[config.mk]
export PLATFORM = sky130hd
export DESIGN_NAME = ecc_lockstep_secded_dec
export DESIGN_NICKNAME = d
export VERILOG_FILES = /design/src/rtl/ecc_lockstep_chk.sv
export SDC_FILE = /design/constraint.sdc
export NUM_CORES = 1
export LEC_CHECK = 0
export BUFFER_PORTS_ARGS = -buffer_cell sky130_fd_sc_hd__buf_2
export CORE_ASPECT_RATIO = 0.8
export CORE_MARGIN = 2
export CORE_UTILIZATION = 25
export DETAILED_ROUTE_END_ITERATION = 10
export PLACE_DENSITY_LB_ADDON = 0.1
export SLEW_MARGIN = 10
export SYNTH_ARGS = -nofsm -noshare
export SYNTH_HDL_FRONTEND = slang
export SYNTH_SLANG_ARGS = --single-unit
[constraint.sdc]
create_clock -name vclk -period 5.7
set_input_delay 0.57 -clock vclk [all_inputs]
set_output_delay 0.57 -clock vclk [all_outputs]
set_load 0.005 [all_outputs]
[src/rtl/ecc_lockstep_chk.sv]
// ecc_lockstep_chk: dual (lockstep) SECDED decode/correct with a 1-deep output
// register slice, a NORMAL/SUSPECT/LOCKED fault FSM and saturating event counters.
// Optional: define ECC_LOCKSTEP_ERR_INJ_EN to add inj_en/inj_bit, which flip one
// data bit at the secondary decoder input only.
//
// Code layout: Hamming positions 1..2^(PARITY_WIDTH-1)-1; data bits occupy the
// non-power-of-two positions in ascending order. parity[i] (i < PARITY_WIDTH-1)
// covers positions with bit i set. parity[PARITY_WIDTH-1] is the overall parity.

module ecc_lockstep_secded_dec #(
  parameter int unsigned DATA_WIDTH   = 155,
  parameter int unsigned PARITY_WIDTH = 9
) (
  input  logic [DATA_WIDTH-1:0]   data,
  input  logic [PARITY_WIDTH-1:0] parity,
  input  logic                    bypass,
  output logic                    sbit,
  output logic                    dbit,
  output logic [DATA_WIDTH-1:0]   mask
);
  localparam int unsigned SW = PARITY_WIDTH - 1;

  function automatic logic [DATA_WIDTH*SW-1:0] gen_pos();
    logic [DATA_WIDTH*SW-1:0] tbl;
    int unsigned p;
    tbl = '0;
    p   = 3;
    for (int unsigned k = 0; k < DATA_WIDTH; k++) begin
      while ((p & (p - 1)) == 0) p++;
      tbl[k*SW +: SW] = SW'(p);
      p++;
    end
    return tbl;
  endfunction

  localparam logic [DATA_WIDTH*SW-1:0] POS_TBL = gen_pos();

  logic [SW-1:0] syn;
  logic          overall;

  // Syndrome is the stored check bits XORed with the positions of all set data bits
  always_comb begin
    syn     = parity[SW-1:0];
    overall = (^data) ^ (^parity);
    for (int unsigned k = 0; k < DATA_WIDTH; k++) begin
      if (data[k]) syn = syn ^ POS_TBL[k*SW +: SW];
    end
  end

  // Classify and build the correction mask; an error on a check bit yields no mask
  always_comb begin
    sbit = overall;
    dbit = ~overall & (syn != '0);
    mask = '0;
    for (int unsigned k = 0; k < DATA_WIDTH; k++) begin
      mask[k] = overall & ~bypass & (syn == POS_TBL[k*SW +: SW]);
    end
  end
endmodule

== Yosys cells after proc, flatten, opt, wreduce, memory -nomap -nowiden ==
Cells that the tools add are included.

* Flip-flop bits (word level): 0

* Equal/unequal tests: 155
* Multiplexer cells: 155
* Bitwise logic cells: 315
* Reductions and logical operators: 3

{| class="wikitable"
|+ Operators with widths
! operator !! count
|-
| 8-bit by 7-bit == test with 1-bit output, second input constant || 63
|-
| 7-bit 2-to-1 mux || 63
|-
| 8-bit == test, second input constant || 35
|-
| 8-bit 2-to-1 mux || 35
|-
| 8-bit by 6-bit == test with 1-bit output, second input constant || 31
|-
| 6-bit 2-to-1 mux || 31
|-
| 4-bit NOT || 46
|-
| 1-bit AND || 157
|-
| 155-bit XOR reduction || 1
|-
| 3-bit NOT || 47
|-
| 5-bit NOT || 26
|-
| 8-bit by 5-bit == test with 1-bit output, second input constant || 15
|-
| 5-bit 2-to-1 mux || 15
|-
| 8-bit by 4-bit == test with 1-bit output, second input constant || 7
|-
| 2-bit NOT || 27
|-
| 6-bit NOT || 8
|-
| 4-bit 2-to-1 mux || 7
|-
| 8-bit by 3-bit == test with 1-bit output, second input constant || 3
|-
| 3-bit 2-to-1 mux || 3
|-
| 9-bit XOR reduction || 1
|-
| 8-bit by 2-bit == test with 1-bit output, second input constant || 1
|-
| 8-bit nonzero test || 1
|-
| 7-bit NOT || 1
|-
| 2-bit 2-to-1 mux || 1
|-
| 2 further kinds || 3
|}

== Logic depth before layout (Yosys ltp) ==
* Depth after elaboration: 312
* Depth in mapped cells: 10
* Mapped depth without buffers: 8

== Worst setup path after synthesis ==
No wires, ideal clock.

* Path type: input port to output port
* Start: input port data[68]
* End: output port mask[120]
* Arrival time: 3.380 ns
* Required time: 5.130 ns
* Slack: 1.750 ns
* Cell stages on the path: 10
* Cell sequence: xnor3_1 > xor3_1 > xnor3_1 > xor2_1 > xnor2_1 > xnor3_2 > or4_4 > buf_6 > buf_12 > nor3_2

* Longest elaborated chain between the ends: 140
* Elaborated cells on any way between the ends: 167
* Classes of those cells: eq/ne (1); mux (87); bitwise (78); reduce/logical (1)

{| class="wikitable"
|+ Ends and longest elaborated chain
! element !! RTL line !! text
|-
| start: declaration || 14 || <nowiki>input logic [DATA_WIDTH-1:0] data,</nowiki>
|-
| 7-bit 2-to-1 mux || 46 || <nowiki>if (data[k]) syn = syn ^ POS_TBL[k*SW +: SW];</nowiki>
|-
| 4-bit NOT (no line) || n/a ||
|-
| 7-bit 2-to-1 mux || 46 ||
|-
| 4-bit NOT (no line) || n/a ||
|-
| 7-bit 2-to-1 mux || 46 ||
|-
| 5-bit NOT (no line) || n/a ||
|-
| 7-bit 2-to-1 mux || 46 ||
|-
| 2-bit NOT (no line) || n/a ||
|-
| [... 90 more ...] || n/a ||
|-
| 7-bit 2-to-1 mux || 46 ||
|-
| 6-bit NOT (no line) || n/a ||
|-
| 7-bit 2-to-1 mux || 46 ||
|-
| 7-bit NOT (no line) || n/a ||
|-
| 7-bit 2-to-1 mux || 46 ||
|-
| 8-bit 2-to-1 mux (35 in a row) || 46 ||
|-
| 8-bit == test || 56 || <nowiki>mask[k] = overall & ~bypass & (syn == POS_TBL[k*SW +: SW]);</nowiki>
|-
| 1-bit AND (*) || 56 ||
|-
| end: declaration || 19 || <nowiki>output logic [DATA_WIDTH-1:0] mask</nowiki>
|}

Mark *: on every way between the ends. The rest lies on a longest branch, timed or not.

== Worst setup path in the final report ==
* Start: input port data[50]
* End: output port mask[51]

* Longest elaborated chain between the ends: 161
* Elaborated cells on any way between the ends: 208
* Classes of those cells: eq/ne (1); mux (105); bitwise (101); reduce/logical (1)

{| class="wikitable"
|+ Ends and longest elaborated chain
! element !! RTL line
|-
| 6-bit 2-to-1 mux || 46
|-
| 4-bit NOT (no line) || n/a
|-
| 6-bit 2-to-1 mux || 46
|-
| 5-bit NOT (no line) || n/a
|-
| 6-bit 2-to-1 mux || 46
|-
| 4-bit NOT (no line) || n/a
|-
| 6-bit 2-to-1 mux || 46
|-
| 5-bit NOT (no line) || n/a
|-
| [... 141 more ...] || n/a
|-
| 5-bit NOT (no line) || n/a
|-
| 8-bit 2-to-1 mux || 46
|-
| 5-bit NOT (no line) || n/a
|-
| 8-bit 2-to-1 mux || 46
|-
| 6-bit NOT (no line) || n/a
|-
| 8-bit 2-to-1 mux (5 in a row) || 46
|-
| 8-bit by 6-bit == test with 1-bit output || 56
|-
| 1-bit AND (*) || 56
|}

Marked as above.

==> run summary <==
## Placement
- **placed wire-length estimate after detailed placement** 16,300 um
- **final RePlAce weighted congestion** 0.822
- **Cell Area, Placed** 6370 um^2
- **port bufs** 322

## Drt
- **drt wl/cell** 18.5 um
- **total wire length** 19,100 um
- **DRC violation count after routing** 0
- **drt via density** 4.55
- **total via count in the routed design** 4,696
- **router iterations before antenna repair** 5
- **residual antenna-violating net count after detailed routing** 0
- **number of DRC violations after detailed-routing iteration 0** 269

## Synthesis
- **proportion of synthesized chip area in sequential cells** 0
- **cells after synthesis** 513
- **area share of the largest cell type after synthesis** 0.361
- **largest family of logic cells by synthesized area** XOR/XNOR gates
- **cell taking the most area after synthesis** sky130_fd_sc_hd__xnor2_1
- **cell area after technology mapping** 4640 um^2
- **mux cell area share after synthesis** 0.00243
- **simple-gate share of the synthesized area** 0.234
- **post-synthesis average cell area** 9.04 um^2
- **number of unique standard cell types used by synthesis** 28
- **leading post-synthesis cells by cell area** sky130_fd_sc_hd__xnor2_1 (36%), sky130_fd_sc_hd__xnor3_1 (22%), sky130_fd_sc_hd__nor3_1 (10%)
- **Yosys warnings** 0
- **net count of the mapped netlist** 678
- **xor-xnor portion of the synthesized cell area** 0.718
- **fraction of the mapped netlist area in compound gates** 0.00189
- **adder and majority gate portion of the synthesized area** 0

## Floorplan
- **num ports** 322
- **starting density of the core** 0.255
- **die area** 19,700 um^2
- **vertical extent of the die** 126 um
- **Die X-Extent** 156 um
- **Std-Cell Core Area** 18,200 um^2
- **standard-cell rows** 44

## Setup path
- **slowest stage delay, CP** 640 ps
- **buffers and inverters on the worst path** 2
- **cell chain of the critical path** buf_2 -> xor2_1 -> xnor3_1 -> xnor3_2 -> xnor2_1 -> xnor3_4 -> nor2_1 -> nand4_1 -> nor2_1 -> buf_2
- **data arrival time of the critical path** 4180 ps
- **family of cells with the greatest summed delay on the critical path** XOR/XNOR gates
- **required time of the critical path** 5130 ps
- **crit path capture type** output port
- **worst-path maximum fanout** 16
- **Worst Setup Start Kind** primary input
- **critical path's slowest cell** sky130_fd_sc_hd__nand4_1
- **category of the most critical setup path** primary input to output port

## Global routing
- **total global-route track usage** 0.184
- **global-route wire length before repair** 28,000 um
- **pin count of the biggest net entering global routing** 48
- **number of antenna violations at the first check in global routing** 0
- **via count of the first global-routing pass** 4,714
- **GR Overflow Total** 0

## CTS
- **CTS-repair resized insts** 0
- **# hold bufs at CTS** 0
- **post-CTS setup-driven buffer insertion count** 0

## STA
- **minimum clock period** 4750 ps
- **final-layout worst hold slack** 1920 ps
- **Hold Vio Cnt, Final** 0
- **relative max-transition margin** 0.303
- **Setup Viol. Count Final** 0
- **unrepaired setup endpoints after global routing** false
- **Tcrit/Tclk final** 0.834
- **Max Freq** 210 MHz
- **Total Negative Setup Slacks** 0 ps
- **actual transition at the worst max-transition pin** 1040 ps
- **Final Max Slew Viols** 0

## Finish
- **leading cell types in the layout, fill and taps excluded** sky130_fd_sc_hd__buf_2 (322), sky130_fd_sc_hd__xnor2_1 (191), sky130_fd_sc_hd__nor3_1 (93), sky130_fd_sc_hd__xnor3_1 (46), sky130_fd_sc_hd__xor2_1 (36)
- **Layout Cell Area excl Fill** 6370 um^2
- **Clock Buffer Count** 0
- **count of filler cells inserted in the layout** 1,964
- **area growth from synthesis to layout** 37.4%
- **number of flip-flops and latches** 0
- **layout cells sized above 1** 0.471
- **total area of sequential cells** 0 um^2
- **most common library cell in the layout ignoring fill and taps** sky130_fd_sc_hd__buf_2
- **Post-layout nets** 970
- **diode insertion count for antenna repair** 0

## Min path
- **classification of the worst-slack hold path** primary input to output port

## Outcome
- **status** completed

## Job
- **max-cap check violation count** 0

-- final timing paths --
path,startpoint,end,slack (ps),depth (start not counted)
min,bypass,mask[130],1920,4
max,data[50],mask[51],950,10
-- per-layer routing --
metal | up-vias | GRT usage | share of wire
li1 | 2298 | - | -
met2 | 197 | 0.310 | 0.45
met5 | - | 0 | 0
met4 | 0 | 0.00486 | 0.0021
met1 | 2197 | 0.275 | 0.49
met3 | 4 | 0.00964 | 0.058
-- final cells by class --
cell class / instances / area [um^2] / area share
Timing Repair Buffer: 326 / 1640 / 0.258
Inverter: 1 / 3.75 / 0.000589
Multi-Input combinational cell: 476 / 4440 / 0.697
Tap cell: 230 / 288 / 0.0452
-- cells in the mapped netlist --
| master | n |
|---|---|
| sky130_fd_sc_hd__a41oi_1 | 1 |
| sky130_fd_sc_hd__and2_1 | 1 |
| sky130_fd_sc_hd__and3_1 | 1 |
| sky130_fd_sc_hd__buf_1 | 10 |
| sky130_fd_sc_hd__buf_12 | 3 |
| sky130_fd_sc_hd__buf_2 | 5 |
| sky130_fd_sc_hd__buf_6 | 1 |
| sky130_fd_sc_hd__clkbuf_1 | 17 |
| sky130_fd_sc_hd__inv_1 | 1 |
| sky130_fd_sc_hd__mux2_2 | 1 |
| sky130_fd_sc_hd__nand2_1 | 2 |
| sky130_fd_sc_hd__nand2b_1 | 1 |
| sky130_fd_sc_hd__nand3_1 | 11 |
| sky130_fd_sc_hd__nand3_2 | 7 |
| sky130_fd_sc_hd__nand4_1 | 2 |
| sky130_fd_sc_hd__nor2_1 | 34 |
| sky130_fd_sc_hd__nor2b_1 | 3 |
| sky130_fd_sc_hd__nor3_1 | 93 |
| sky130_fd_sc_hd__nor3_2 | 30 |
| sky130_fd_sc_hd__or4_4 | 1 |
| sky130_fd_sc_hd__xnor2_1 | 191 |
| sky130_fd_sc_hd__xnor2_2 | 5 |
| sky130_fd_sc_hd__xnor3_1 | 46 |
| sky130_fd_sc_hd__xnor3_2 | 4 |
| sky130_fd_sc_hd__xnor3_4 | 1 |
| sky130_fd_sc_hd__xor2_1 | 36 |
| sky130_fd_sc_hd__xor2_2 | 2 |
| sky130_fd_sc_hd__xor3_1 | 3 |
-- cell families after synthesis --
kind of cell	count (synthesis)
AOI/OAI and AO/OA	1
buffers and inverters	37
and+or+nand+nor	186
xor gates and xnor gates	288
muxes	1
-- stage by stage --
stage / worst slack (ps) / util / instances
global route: 794 / 0.351 / 1033
finish: 949 / 0.351 / 1033
detailed placement: 979 / 0.351 / 1033
CTS: 968 / 0.351 / 1033
floorplan: 1750 / - / 513
global placement: 1030 / 0.351 / 1033
Power is left out: the tool's default activity adds up to more than one toggle a clock period on the data nets, which glitch-free logic cannot reach.
